==> src/rtl/uart_stop_check.sv <==
// Stop-bit checker: holds the assembled RX word, majority-votes three mid-bit samples
// per stop bit, then releases the word or reports a framing error / break.
module uart_stop_check #(
    parameter int DATA_W     = 8,
    parameter int OVERSAMPLE = 16,
    parameter int STOP_BITS  = 1
) (
    input  logic              clk,
    input  logic              rst_n,
    input  logic              check_stop,
    input  logic              data_in,
    input  logic [DATA_W-1:0] rx_data,
    output logic [DATA_W-1:0] data_out,
    output logic              data_valid,
    output logic              stop_err,
    output logic              break_det,
    output logic              done,
    output logic              busy
);

    localparam int TW = $clog2(OVERSAMPLE);
    localparam logic [TW-1:0] S0_TICK   = TW'(OVERSAMPLE / 2 - 1);
    localparam logic [TW-1:0] S1_TICK   = TW'(OVERSAMPLE / 2);
    localparam logic [TW-1:0] S2_TICK   = TW'(OVERSAMPLE / 2 + 1);
    localparam logic [TW-1:0] LAST_TICK = TW'(OVERSAMPLE - 1);
    localparam logic [0:0]    LAST_BIT  = 1'(STOP_BITS - 1);

    localparam logic [0:0] ST_IDLE = 1'b0;
    localparam logic [0:0] ST_STOP = 1'b1;

    logic [0:0]        state_q, state_d;
    logic [TW-1:0]     tick_q, tick_d;
    logic              bit_idx_q, bit_idx_d;
    logic              s0_q, s0_d, s1_q, s1_d, s2_q, s2_d;
    logic [DATA_W-1:0] hold_q, hold_d;
    logic [DATA_W-1:0] data_out_q, data_out_d;
    logic              data_valid_q, data_valid_d;
    logic              stop_err_q, stop_err_d;
    logic              break_det_q, break_det_d;
    logic              done_q, done_d;
    logic              vote2;
    logic              bit_good;

    always_comb begin
        state_d      = state_q;
        tick_d       = tick_q;
        bit_idx_d    = bit_idx_q;
        s0_d         = s0_q;
        s1_d         = s1_q;
        s2_d         = s2_q;
        hold_d       = hold_q;
        data_out_d   = data_out_q;
        stop_err_d   = stop_err_q;
        data_valid_d = 1'b0;
        break_det_d  = 1'b0;
        done_d       = 1'b0;
        // With OVERSAMPLE=4 the third sample falls on the decision tick, so vote on the live line.
        vote2    = (tick_q == S2_TICK) ? data_in : s2_q;
        bit_good = (s0_q & s1_q) | (s0_q & vote2) | (s1_q & vote2);

        case (state_q)
            ST_IDLE: begin
                if (check_stop) begin
                    hold_d     = rx_data;
                    stop_err_d = 1'b0;
                    tick_d     = '0;
                    bit_idx_d  = 1'b0;
                    state_d    = ST_STOP;
                end
            end
            default: begin
                tick_d = tick_q + 1'b1;
                if (tick_q == S0_TICK) s0_d = data_in;
                if (tick_q == S1_TICK) s1_d = data_in;
                if (tick_q == S2_TICK) s2_d = data_in;
                if (tick_q == LAST_TICK) begin
                    tick_d = '0;
                    if (!bit_good) begin
                        stop_err_d  = 1'b1;
                        data_out_d  = '0;
                        done_d      = 1'b1;
                        break_det_d = (hold_q == '0);
                        state_d     = ST_IDLE;
                    end else if (bit_idx_q == LAST_BIT) begin
                        data_out_d   = hold_q;
                        data_valid_d = 1'b1;
                        done_d       = 1'b1;
                        state_d      = ST_IDLE;
                    end else begin
                        bit_idx_d = 1'b1;
                    end
                end
            end
        endcase
    end

    always_ff @(posedge clk) begin
        if (!rst_n) begin
            state_q      <= ST_IDLE;
            tick_q       <= '0;
            bit_idx_q    <= 1'b0;
            s0_q         <= 1'b0;
            s1_q         <= 1'b0;
            s2_q         <= 1'b0;
            hold_q       <= '0;
            data_out_q   <= '0;
            data_valid_q <= 1'b0;
            stop_err_q   <= 1'b0;
            break_det_q  <= 1'b0;
            done_q       <= 1'b0;
        end else begin
            state_q      <= state_d;
            tick_q       <= tick_d;
            bit_idx_q    <= bit_idx_d;
            s0_q         <= s0_d;
            s1_q         <= s1_d;
            s2_q         <= s2_d;
            hold_q       <= hold_d;
            data_out_q   <= data_out_d;
            data_valid_q <= data_valid_d;
            stop_err_q   <= stop_err_d;
            break_det_q  <= break_det_d;
            done_q       <= done_d;
        end
    end

    assign data_out   = data_out_q;
    assign data_valid = data_valid_q;
    assign stop_err   = stop_err_q;
    assign break_det  = break_det_q;
    assign done       = done_q;
    assign busy       = (state_q == ST_STOP);

endmodule

==> config.mk <==
export PLATFORM = sky130hd
export DESIGN_NAME = uart_stop_check
export DESIGN_NICKNAME = d
export VERILOG_FILES = /design/src/rtl/uart_stop_check.sv
export SDC_FILE = /design/constraint.sdc
export NUM_CORES = 1
export LEC_CHECK = 0
export CORE_MARGIN = 1.5
export CORE_UTILIZATION = 30
export DETAILED_ROUTE_END_ITERATION = 10
export GPL_TIMING_DRIVEN = 0
export SLEW_MARGIN = 10
export SYNTH_ARGS = -nofsm -noshare
export SYNTH_HDL_FRONTEND = slang
export SYNTH_SLANG_ARGS = --single-unit
==> constraint.sdc <==
create_clock -name clk -period 3.7 [get_ports clk]
set_input_delay 0.74 -clock clk [delete_from_list [all_inputs] [get_ports clk]]
set_output_delay 0.74 -clock clk [all_outputs]
set_load 0.02 [all_outputs]
==> results.yml, run 1 <==
worst_setup_path:
  critPathRequiredTime_ps: 2960
  slowest_stage: "sky130_fd_sc_hd__clkdlybuf4s50_1"
  critical_path_buf_inv_count: 1
  setup.worst_path.start_class: "register"
  timing.critical_path.arrival_ps: 1310
  worst-setup-path-type: "reg2out"
  cp_cell_sequence: "clkdlybuf4s50_1"
  max_stage_delay_ps: 630
  crit_fanout: 5
  worst_path_dominant_cell_family: "buffers and inverters"
  worst_setup_path_end_kind: "primary output"
global_route:
  global_route_wire_length_before_repair_um: 3880
  grt-ovfl-total: 0
  first_global_vias: 884
  grtUsageTotal_pct: 12.0
  grt_start_max_net_pins: 17
  number_of_antenna_violations_at_the_first_check_in_global_routing: 0
route:
  drt_total_wl_um: 2290
  initial_drc_count: 51
  ant_nets: 0
  route.detailed.vias_per_inst: 4.62
  drt_first_pass_iters: 4
  route.detailed.drc: 0
  detail_route.wl_per_cell_um: 11.7
  vias: 905
timing:
  worst_slew_pin_slew_ps: 426
  period_needed_ps: 2050
  pnr_worst_setup_slack_ps: 1650
  max-slew-margin-rel_pct: 71.6
  grt_setup_unrepaired: "false"
  clock.fmax_ghz: 0.488
  setup_tns_ps: 0
  finalHoldWorstSlack_ps: 475
  hold_viol_final: 0
  setup_violations: 0
  final-max-slew-violation-count: 0
  layout_worst_path_cycle_share_pct: 55.4
  fin_worst_skew_ps: 4.24
power:
  pwr-share-seq_pct: 52.7
  leakage_nw: 0.565
  p_comb_share_pct: 8.0
  power.density_cell_area_nw_per_um2: 399
  peakVddDrop_mv: 0.129
  share_clk_of_total_power_pct: 39.3
  p_int_mw: 0.478
  power.net_switching_mw: 0.122
  swShare_pct: 20.4
  totalPowerFinal_mw: 0.601
yosys:
  synth_cells: 120
  synthXorXnorAreaFrac_pct: 0.772
  synthMostInstantiatedCell: "sky130_fd_sc_hd__dfxtp_1"
  synth_nets: 135
  synthFlopType: "sky130_fd_sc_hd__dfxtp_1"
  synth_adder_area_share_pct: 3.31
  ys_seq_elements: 28
  synth_simple_gate_area_share_pct: 21.6
  synth_compound_gate_area_share_pct: 18.6
  synth_async_reset_ratio_pct: 0
  ys_top_cells_by_count: "sky130_fd_sc_hd__dfxtp_1, sky130_fd_sc_hd__nand2_1, sky130_fd_sc_hd__a22o_1"
  synth_top_family_by_area: "simple AND/OR/NAND/NOR gates"
  synth_top_cells_by_area: "sky130_fd_sc_hd__dfxtp_1, sky130_fd_sc_hd__nand2_1, sky130_fd_sc_hd__a22o_1"
  synth.largest_area_cell: "sky130_fd_sc_hd__dfxtp_1"
  synth_edf_count: 0
  synth_top_cell_area_share_pct: 49.4
  synthDistinctLibCells: 31
  synthesis.area_per_instance_um2: 9.46
  synth.area.mux_share_pct: 2.65
  synth.yosys.seq_area_share_pct: 49.4
  syn_area_um2: 1130
  yosysWarningCount: 0
cts:
  numCtsBuffers: 3
  clk_pin_slew_ps: 90
  cts_hold_buffers: 0
  worstSkewPairLatency_ps: 270
  tritoncts: "yes"
  htreeDepth: 1
  tritoncts_num_sinks: 28
  postCtsSetupBuffers: 0
  post_cts.resized_instances: 0
  max-clock-path-buffers: 2
  clock-root-buffer: "sky130_fd_sc_hd__clkbuf_8"
die:
  y_dimension_of_the_die_um: 64.5
  die_area_um2: 4160
  top_level_ports: 25
  horizontal_die_dimension_um: 64.5
  design.core.area_um2: 3630
  placementRows: 22
  start_util_pct: 31.2
placed_design:
  io_buffer_count: 24
  postPlaceCellArea_um2: 1440
  place_congestion: 0.695
  total_half_perimeter_wirelength_after_legalization_and_detailed_placement_um: 1720
  place_inst: 192
  placement.setup.worst_slack_ps: 1520
cells_and_area:
  drive_gt1_share_pct: 6.08
  diodes: 0
  area_delta_synth_final_pct: 32.7
  finish.net_count: 164
  utilization_of_the_core_after_routing_pct: 41.5
  stdcell_count: 196
  final_standard_cell_area_without_fillers_um2: 1510
hold_path:
  worst_hold_path_type: "reg2reg"
flow_run:
  drv.max_cap_violation_count: 0
run_status:
  result_of_the_run: "finished, final reports clean"
[flip-flops by register name, indices dropped and copies added, names as in the netlist]
register and cells:
break_det 1, hold_q 8, data_out 8, stop_err 1, s1_q 1, s2_q 1, busy 1, s0_q 1
tick_q 4, done 1, data_valid 1
[worst reg2reg max path, delay by kind of cell, from the launching register on]
family          cells  cell delay [ps]
compound gates      2              450
flops               1              380
simple gates        1              240
buf+inv             2              230
fa+ha+maj           1              210
mux                 1              130
[cell type report]
class	instances	area, um^2
Buffer	6	30.0
Tap cell	48	60.1
Clock inverter	1	30.0
Sequential cell	28	561
Clock buffer	3	41.3
Timing Repair Buffer	24	240
Inverter	3	11.3
Fill cell	379	2130
Multi-Input combinational cell	83	533
[power by group through the flow]
stage	clock [mW]	combinational, mW	sequential [mW]
global placement	0	0.0477	0.323
finish	0.236	0.0483	0.316
CTS	0.241	0.0489	0.316
global route	0.254	0.0541	0.318
detailed placement	0	0.0486	0.324
floorplan	0	0.0250	0.322
[path summary, 6_finish.rpt]
kind         slack, ps  startpoint     endpoint  depth (start not counted)
min                480   hold_q[0]    hold_q[0]                          2
max reg2reg       1960   tick_q[1]  data_out[2]                          7
min reg2reg        480   hold_q[0]    hold_q[0]                          2
max               1650        busy         busy                          1
[per-layer routing]
layer  up-vias  routed length, um  GRT usage [%]
met5         -                  0              0
met4         0                 27           5.59
met3         2                102           1.74
met2        20               1080           20.8
met1       408               1080           14.5
li1        475                  -              -
[logic make-up (layout without fill, tap and decap cells)]
family / after synthesis / in the layout
AOI/OAI and AO/OA: 28 / 28
xor gates and xnor gates: 1 / 1
adders and majority gates: 3 / 3
buffers and inverters: 9 / 37
DFF: 28 / 28
muxes: 3 / 3
and+or+nand+nor: 48 / 48
[cells in the final DEF, fill, tap and decap left out]
cell type | Yosys | final
sky130_fd_sc_hd__nor3_1 | 1 | 1
sky130_fd_sc_hd__buf_6 | 1 | 1
sky130_fd_sc_hd__o21a_1 | 1 | 1
sky130_fd_sc_hd__and3b_2 | 2 | 2
sky130_fd_sc_hd__nand2_1 | 23 | 23
sky130_fd_sc_hd__or3_1 | 1 | 1
sky130_fd_sc_hd__bufinv_16 | 0 | 1
sky130_fd_sc_hd__a21boi_0 | 5 | 5
sky130_fd_sc_hd__clkbuf_8 | 0 | 3
sky130_fd_sc_hd__clkdlybuf4s50_1 | 0 | 24
sky130_fd_sc_hd__a31oi_1 | 1 | 1
sky130_fd_sc_hd__and2b_2 | 1 | 1
sky130_fd_sc_hd__nor4_1 | 2 | 2
sky130_fd_sc_hd__nand2b_1 | 1 | 1
sky130_fd_sc_hd__nor2b_1 | 5 | 5
sky130_fd_sc_hd__and4_2 | 1 | 1
sky130_fd_sc_hd__a21boi_1 | 6 | 6
sky130_fd_sc_hd__o211a_1 | 1 | 1
sky130_fd_sc_hd__and3_1 | 1 | 1
sky130_fd_sc_hd__and2_1 | 1 | 1
sky130_fd_sc_hd__clkbuf_1 | 5 | 5
sky130_fd_sc_hd__mux2i_1 | 3 | 3
sky130_fd_sc_hd__a21oi_1 | 2 | 2
sky130_fd_sc_hd__xnor2_1 | 1 | 1
sky130_fd_sc_hd__o21ai_1 | 1 | 1
sky130_fd_sc_hd__dfxtp_1 | 28 | 28
sky130_fd_sc_hd__and4_1 | 1 | 1
sky130_fd_sc_hd__a32o_1 | 1 | 1
sky130_fd_sc_hd__nor2_1 | 2 | 2
sky130_fd_sc_hd__inv_1 | 3 | 3
sky130_fd_sc_hd__a22o_1 | 8 | 8
sky130_fd_sc_hd__o21ai_0 | 2 | 2
sky130_fd_sc_hd__ha_1 | 3 | 3
sky130_fd_sc_hd__nand3_1 | 6 | 6
No activity file was read; power rests on OpenSTA's default activity.
==> run 2, diff against run 1 <==
clock period = 1.75 ns   (was 3.7 ns; I/O delays follow)
==> results.yml, run 2 (synthesized netlist as in run 1, its figures left out) <==
run_status:
  result_of_the_run: "finished, final reports clean"
worst_setup_path:
  worst_setup_path_end_kind: "primary output"
  timing.reg2reg.setup_slack_ps: 90
  r2r.worst_path.cells: 7
  max_stage_delay_ps: 630
  cp_cell_sequence: "clkdlybuf4s50_1"
  critPathRequiredTime_ps: 1400
  worst-setup-path-type: "reg2out"
  critical_path_buf_inv_count: 1
  timing.critical_path.arrival_ps: 1310
  worstSetupPathDepth: 1
  slowest_stage: "sky130_fd_sc_hd__clkdlybuf4s50_1"
  timing.rr.end: "data_out[2]"
  timing.rr.start: "tick_q[1]"
  crit_fanout: 5
  worst_path_dominant_cell_family: "buffers and inverters"
  setup.worst_path.start_class: "register"
cts:
  tritoncts: "yes"
  tritoncts_num_sinks: 28
  clock-root-buffer: "sky130_fd_sc_hd__clkbuf_8"
  htreeDepth: 1
  max-clock-path-buffers: 2
  numCtsBuffers: 3
  worstSkewPairLatency_ps: 270
  postCtsSetupBuffers: 0
  cts_hold_buffers: 0
  clk_pin_slew_ps: 90
route:
  routed-wl-met2_um: 1120
  drt_first_pass_iters: 4
  drt_total_wl_um: 2350
  met1_length_um: 1100
  vias: 915
  initial_drc_count: 52
  detail_route.wl_per_cell_um: 12.0
  highest_layer: "met4"
  ant_nets: 0
  route.detailed.drc: 0
  routed-wl-met3_um: 98
  route.detailed.vias_per_inst: 4.67
timing:
  worst_slew_pin_slew_ps: 426
  max-slew-margin-rel_pct: 71.6
  layout_worst_path_cycle_share_pct: 94.8
  hold_viol_final: 0
  setup_violations: 0
  setup_tns_ps: 0
  grt_setup_unrepaired: "false"
  clock.fmax_ghz: 0.603
  period_needed_ps: 1660
  fin_worst_skew_ps: 4.41
  final-max-slew-violation-count: 0
power:
  leakage_nw: 0.564
  peakVddDrop_mv: 0.274
  power.density_cell_area_nw_per_um2: 836
  totalPowerFinal_mw: 1.27
die:
  top_level_ports: 25
  design.core.area_um2: 3630
  y_dimension_of_the_die_um: 64.5
  placementRows: 22
  die_area_um2: 4160
  horizontal_die_dimension_um: 64.5
  start_util_pct: 31.2
placed_design:
  place_congestion: 0.695
  total_half_perimeter_wirelength_after_legalization_and_detailed_placement_um: 1720
  io_buffer_count: 24
  place_inst: 192
hold_path:
  whs_path_depth: 2
  holdPathEnd: "hold_q[0]"
  worst_hold_path_type: "reg2reg"
  min-delay-start: "hold_q[0]"
global_route:
  grt-ovfl-total: 0
  first_global_vias: 884
  global_route_wire_length_before_repair_um: 3880
  grt_start_max_net_pins: 17
  number_of_antenna_violations_at_the_first_check_in_global_routing: 0
  grtUsageTotal_pct: 12.0
cells_and_area:
  area_delta_synth_final_pct: 34.3
  diodes: 0
  stdcell_count: 196
  drive_gt1_share_pct: 9.46
  layout.cells.most_common_list: "sky130_fd_sc_hd__dfxtp_1, sky130_fd_sc_hd__clkdlybuf4s50_1, sky130_fd_sc_hd__nand2_1, sky130_fd_sc_hd__a22o_1"
  layout.cells.most_common: "sky130_fd_sc_hd__dfxtp_1"
  finish.net_count: 164
flow_run:
  drv.max_cap_violation_count: 0
-- run 2: cell count changes in the layout (fill, tap and decap cells not counted) --
cell and change:
sky130_fd_sc_hd__inv_1 -1, sky130_fd_sc_hd__dfxtp_2 +2, sky130_fd_sc_hd__ha_1 -2, sky130_fd_sc_hd__ha_4 +1
sky130_fd_sc_hd__ha_2 +1, sky130_fd_sc_hd__dfxtp_1 -2, sky130_fd_sc_hd__inv_2 +1
-- run 2: worst max-delay path by stage --
stage	startpoint	to	slack (ps)
floorplan	tick_q[1]	data_out[0]	130
finish	busy	busy	90
global placement	rst_n	data_out[3]	-30
detailed placement	rst_n	data_out[2]	-40
global route	tick_q[1]	data_out[1]	20
CTS	tick_q[1]	data_out[2]	2
-- run 2: layer usage --
layer | GRT usage (%) | vias up
li1 | - | 477
met1 | 14.5 | 418
met2 | 20.8 | 18
met3 | 1.74 | 2
met4 | 5.59 | 0
met5 | 0 | -
-- run 2: layout make-up --
class	instances	area [um^2]
Fill cell	378	2110
Clock inverter	1	30.0
Clock buffer	3	41.3
Inverter	3	11.3
Multi-Input combinational cell	83	548
Sequential cell	28	563
Buffer	6	30.0
Timing Repair Buffer	24	240
Tap cell	48	60.1
-- run 2: repair_timing --
item | in CTS | in global routing
endpoints found under the hold margin | 0 | 0
resized for setup | 0 | 6
setup endpoints to repair | 0 | 8
-- run 2: report_power, final --
group	total [mW]	switching (mW)	internal, mW	leakage [nW]
combinational	0.104	0.0505	0.0532	0.300
sequential	0.671	0.0172	0.654	0.228
clock	0.499	0.193	0.306	0.0357
-- run 2: stage by stage --
step                setup slack (ps)  hold WS [ps]  cell area (um^2)  util [%]
floorplan                        129           448              1130         -
global placement               -25.3           459              1440      39.5
detailed placement             -42.5           460              1440      39.5
CTS                             2.12           480              1510      41.5
global route                    17.0           496              1520      41.9
finish                          90.9           475              1520      41.9
==> run 3, diff against run 2 <==
ABC_CLOCK_PERIOD_IN_PS = 1700   (was default)
clock period = 1.7 ns   (was 1.75 ns; I/O delays follow)
==> results.yml, run 3 (synthesized netlist as in run 1, its figures left out) <==
run_status:
  result_of_the_run: "finished, final reports clean"
flow_run:
  drv.max_cap_violation_count: 0
timing:
  hold_viol_final: 0
  fin_worst_skew_ps: 4.41
  final-max-slew-violation-count: 0
  max-slew-margin-rel_pct: 71.6
  grt_setup_unrepaired: "true"
  clock.fmax_ghz: 0.603
  worst_slew_pin_slew_ps: 426
  setup_violations: 0
  layout_worst_path_cycle_share_pct: 97.5
  period_needed_ps: 1660
route:
  vias: 915
  initial_drc_count: 44
  ant_nets: 0
  route.detailed.drc: 0
  drt_total_wl_um: 2350
  route.detailed.vias_per_inst: 4.67
  drt_first_pass_iters: 4
  detail_route.wl_per_cell_um: 12.0
cts:
  numCtsBuffers: 3
  htreeDepth: 1
  clk_pin_slew_ps: 90
  tritoncts: "yes"
  postCtsSetupBuffers: 0
  clock-root-buffer: "sky130_fd_sc_hd__clkbuf_8"
  tritoncts_num_sinks: 28
  max-clock-path-buffers: 2
  worstSkewPairLatency_ps: 270
die:
  design.core.area_um2: 3630
  top_level_ports: 25
  die_area_um2: 4160
  y_dimension_of_the_die_um: 64.5
  start_util_pct: 31.2
  horizontal_die_dimension_um: 64.5
  placementRows: 22
worst_setup_path:
  timing.rr.end: "data_out[2]"
  r2r.worst_path.cells: 7
  crit_fanout: 9
  timing.critical_path.arrival_ps: 1830
  worst-setup-path-type: "reg2reg"
  timing.reg2reg.setup_slack_ps: 40
  cp_cell_sequence: "inv_2 -> ha_4 -> and3b_2 -> mux2i_1 -> o211a_1 -> buf_6 -> a22o_1"
  slowest_stage: "sky130_fd_sc_hd__dfxtp_2"
  setup.worst_path.start_class: "register"
  max_stage_delay_ps: 380
  critPathRequiredTime_ps: 1870
  timing.rr.start: "tick_q[1]"
  worst_setup_path_end_kind: "register"
hold_path:
  worst_hold_path_type: "reg2reg"
  holdPathEnd: "hold_q[0]"
  min-delay-start: "hold_q[0]"
  whs_path_depth: 2
cells_and_area:
  drive_gt1_share_pct: 9.46
  utilization_of_the_core_after_routing_pct: 41.9
  ff_latch_area_um2: 563
  fill_cells: 378
  diodes: 0
  final_standard_cell_area_without_fillers_um2: 1520
  layout.cells.most_common: "sky130_fd_sc_hd__dfxtp_1"
  combined_area_of_the_multi_input_logic_cells_um2: 548
  finish.net_count: 164
  area_delta_synth_final_pct: 34.3
  layout.cells.most_common_list: "sky130_fd_sc_hd__dfxtp_1, sky130_fd_sc_hd__clkdlybuf4s50_1, sky130_fd_sc_hd__nand2_1, sky130_fd_sc_hd__a22o_1"
power:
  power.net_switching_mw: 0.268
  swShare_pct: 20.5
  p_comb_share_pct: 8.1
  pwr-share-seq_pct: 52.7
  leakage_nw: 0.564
  power.density_cell_area_nw_per_um2: 860
  peakVddDrop_mv: 0.282
  p_int_mw: 1.04
  share_clk_of_total_power_pct: 39.2
  totalPowerFinal_mw: 1.31
global_route:
  grt_start_max_net_pins: 17
  number_of_antenna_violations_at_the_first_check_in_global_routing: 0
  global_route_wire_length_before_repair_um: 3880
  first_global_vias: 884
  grt-ovfl-total: 0
  grtUsageTotal_pct: 12.0
placed_design:
  place_congestion: 0.695
  postPlaceCellArea_um2: 1440
  total_half_perimeter_wirelength_after_legalization_and_detailed_placement_um: 1720
  io_buffer_count: 24
[run 3: cell counts in the layout (fill, tap and decap cells not counted)]
No cell type changed its count.
[run 3: cell type report]
type,instances,share of cell area [%]
buffer,6,1.97
clock buffer,3,2.71
clock inverter,1,1.97
inverter,3,0.739
multi-input combinational,83,36.0
sequential,28,36.9
tap,48,3.94
timing repair buffer,24,15.8
[run 3: critical path, delay by kind of cell, from the launching register on]
kind / cells / cell delay, ps
adders and majority gates: 1 / 160
AOI/OAI and AO/OA: 2 / 460
DFF: 1 / 380
muxes: 1 / 130
buffers and inverters: 2 / 210
and+or+nand+nor: 1 / 230
[run 3: worst max-delay path by stage]
stage	from	to	slack, ps	cells past startpoint
detailed placement	rst_n	data_out[2]	-80	4
global placement	rst_n	data_out[3]	-70	5
global route	tick_q[1]	data_out[1]	-30	7
floorplan	tick_q[1]	data_out[0]	80	7
finish	tick_q[1]	data_out[2]	40	7
CTS	tick_q[1]	data_out[2]	30	7
[run 3: timing repair]
action | in CTS | in global routing
setup endpoints to repair | 8 | 8
pin swaps | 0 | 1
hold buffers | 0 | 0
gates resized for setup | 2 | 4
gates cloned | 0 | 0
[run 3: power by group through the flow]
stage	clock (mW)	combinational, mW	sequential [mW]
6_report	0.514	0.107	0.691
5_1_grt	0.552	0.119	0.694
4_1_cts	0.524	0.107	0.689
3_5_place_dp	0	0.106	0.704
3_3_place_gp	0	0.104	0.703
2_1_floorplan	0	0.0544	0.701
[run 3: routing by layer]
layer  GRT usage (%)  share of wire, %  vias to the layer above
met3            1.74               4.2                        2
met2            20.8                48                       18
met1            14.5                47                      418
met5               0                 0                        -
met4            5.59               1.1                        0
li1                -                 -                      477
[run 3: stage by stage]
step / hold slack, ps / instances / setup slack, ps / setup TNS (ps)
after floorplan: 448 / 120 / 78.7 / 0
after global placement: 459 / 192 / -65.3 / -546
after detailed placement: 460 / 192 / -82.5 / -697
after CTS: 480 / 196 / 29.1 / 0
after global routing: 496 / 196 / -33.0 / -140
final: 475 / 196 / 43.0 / 0
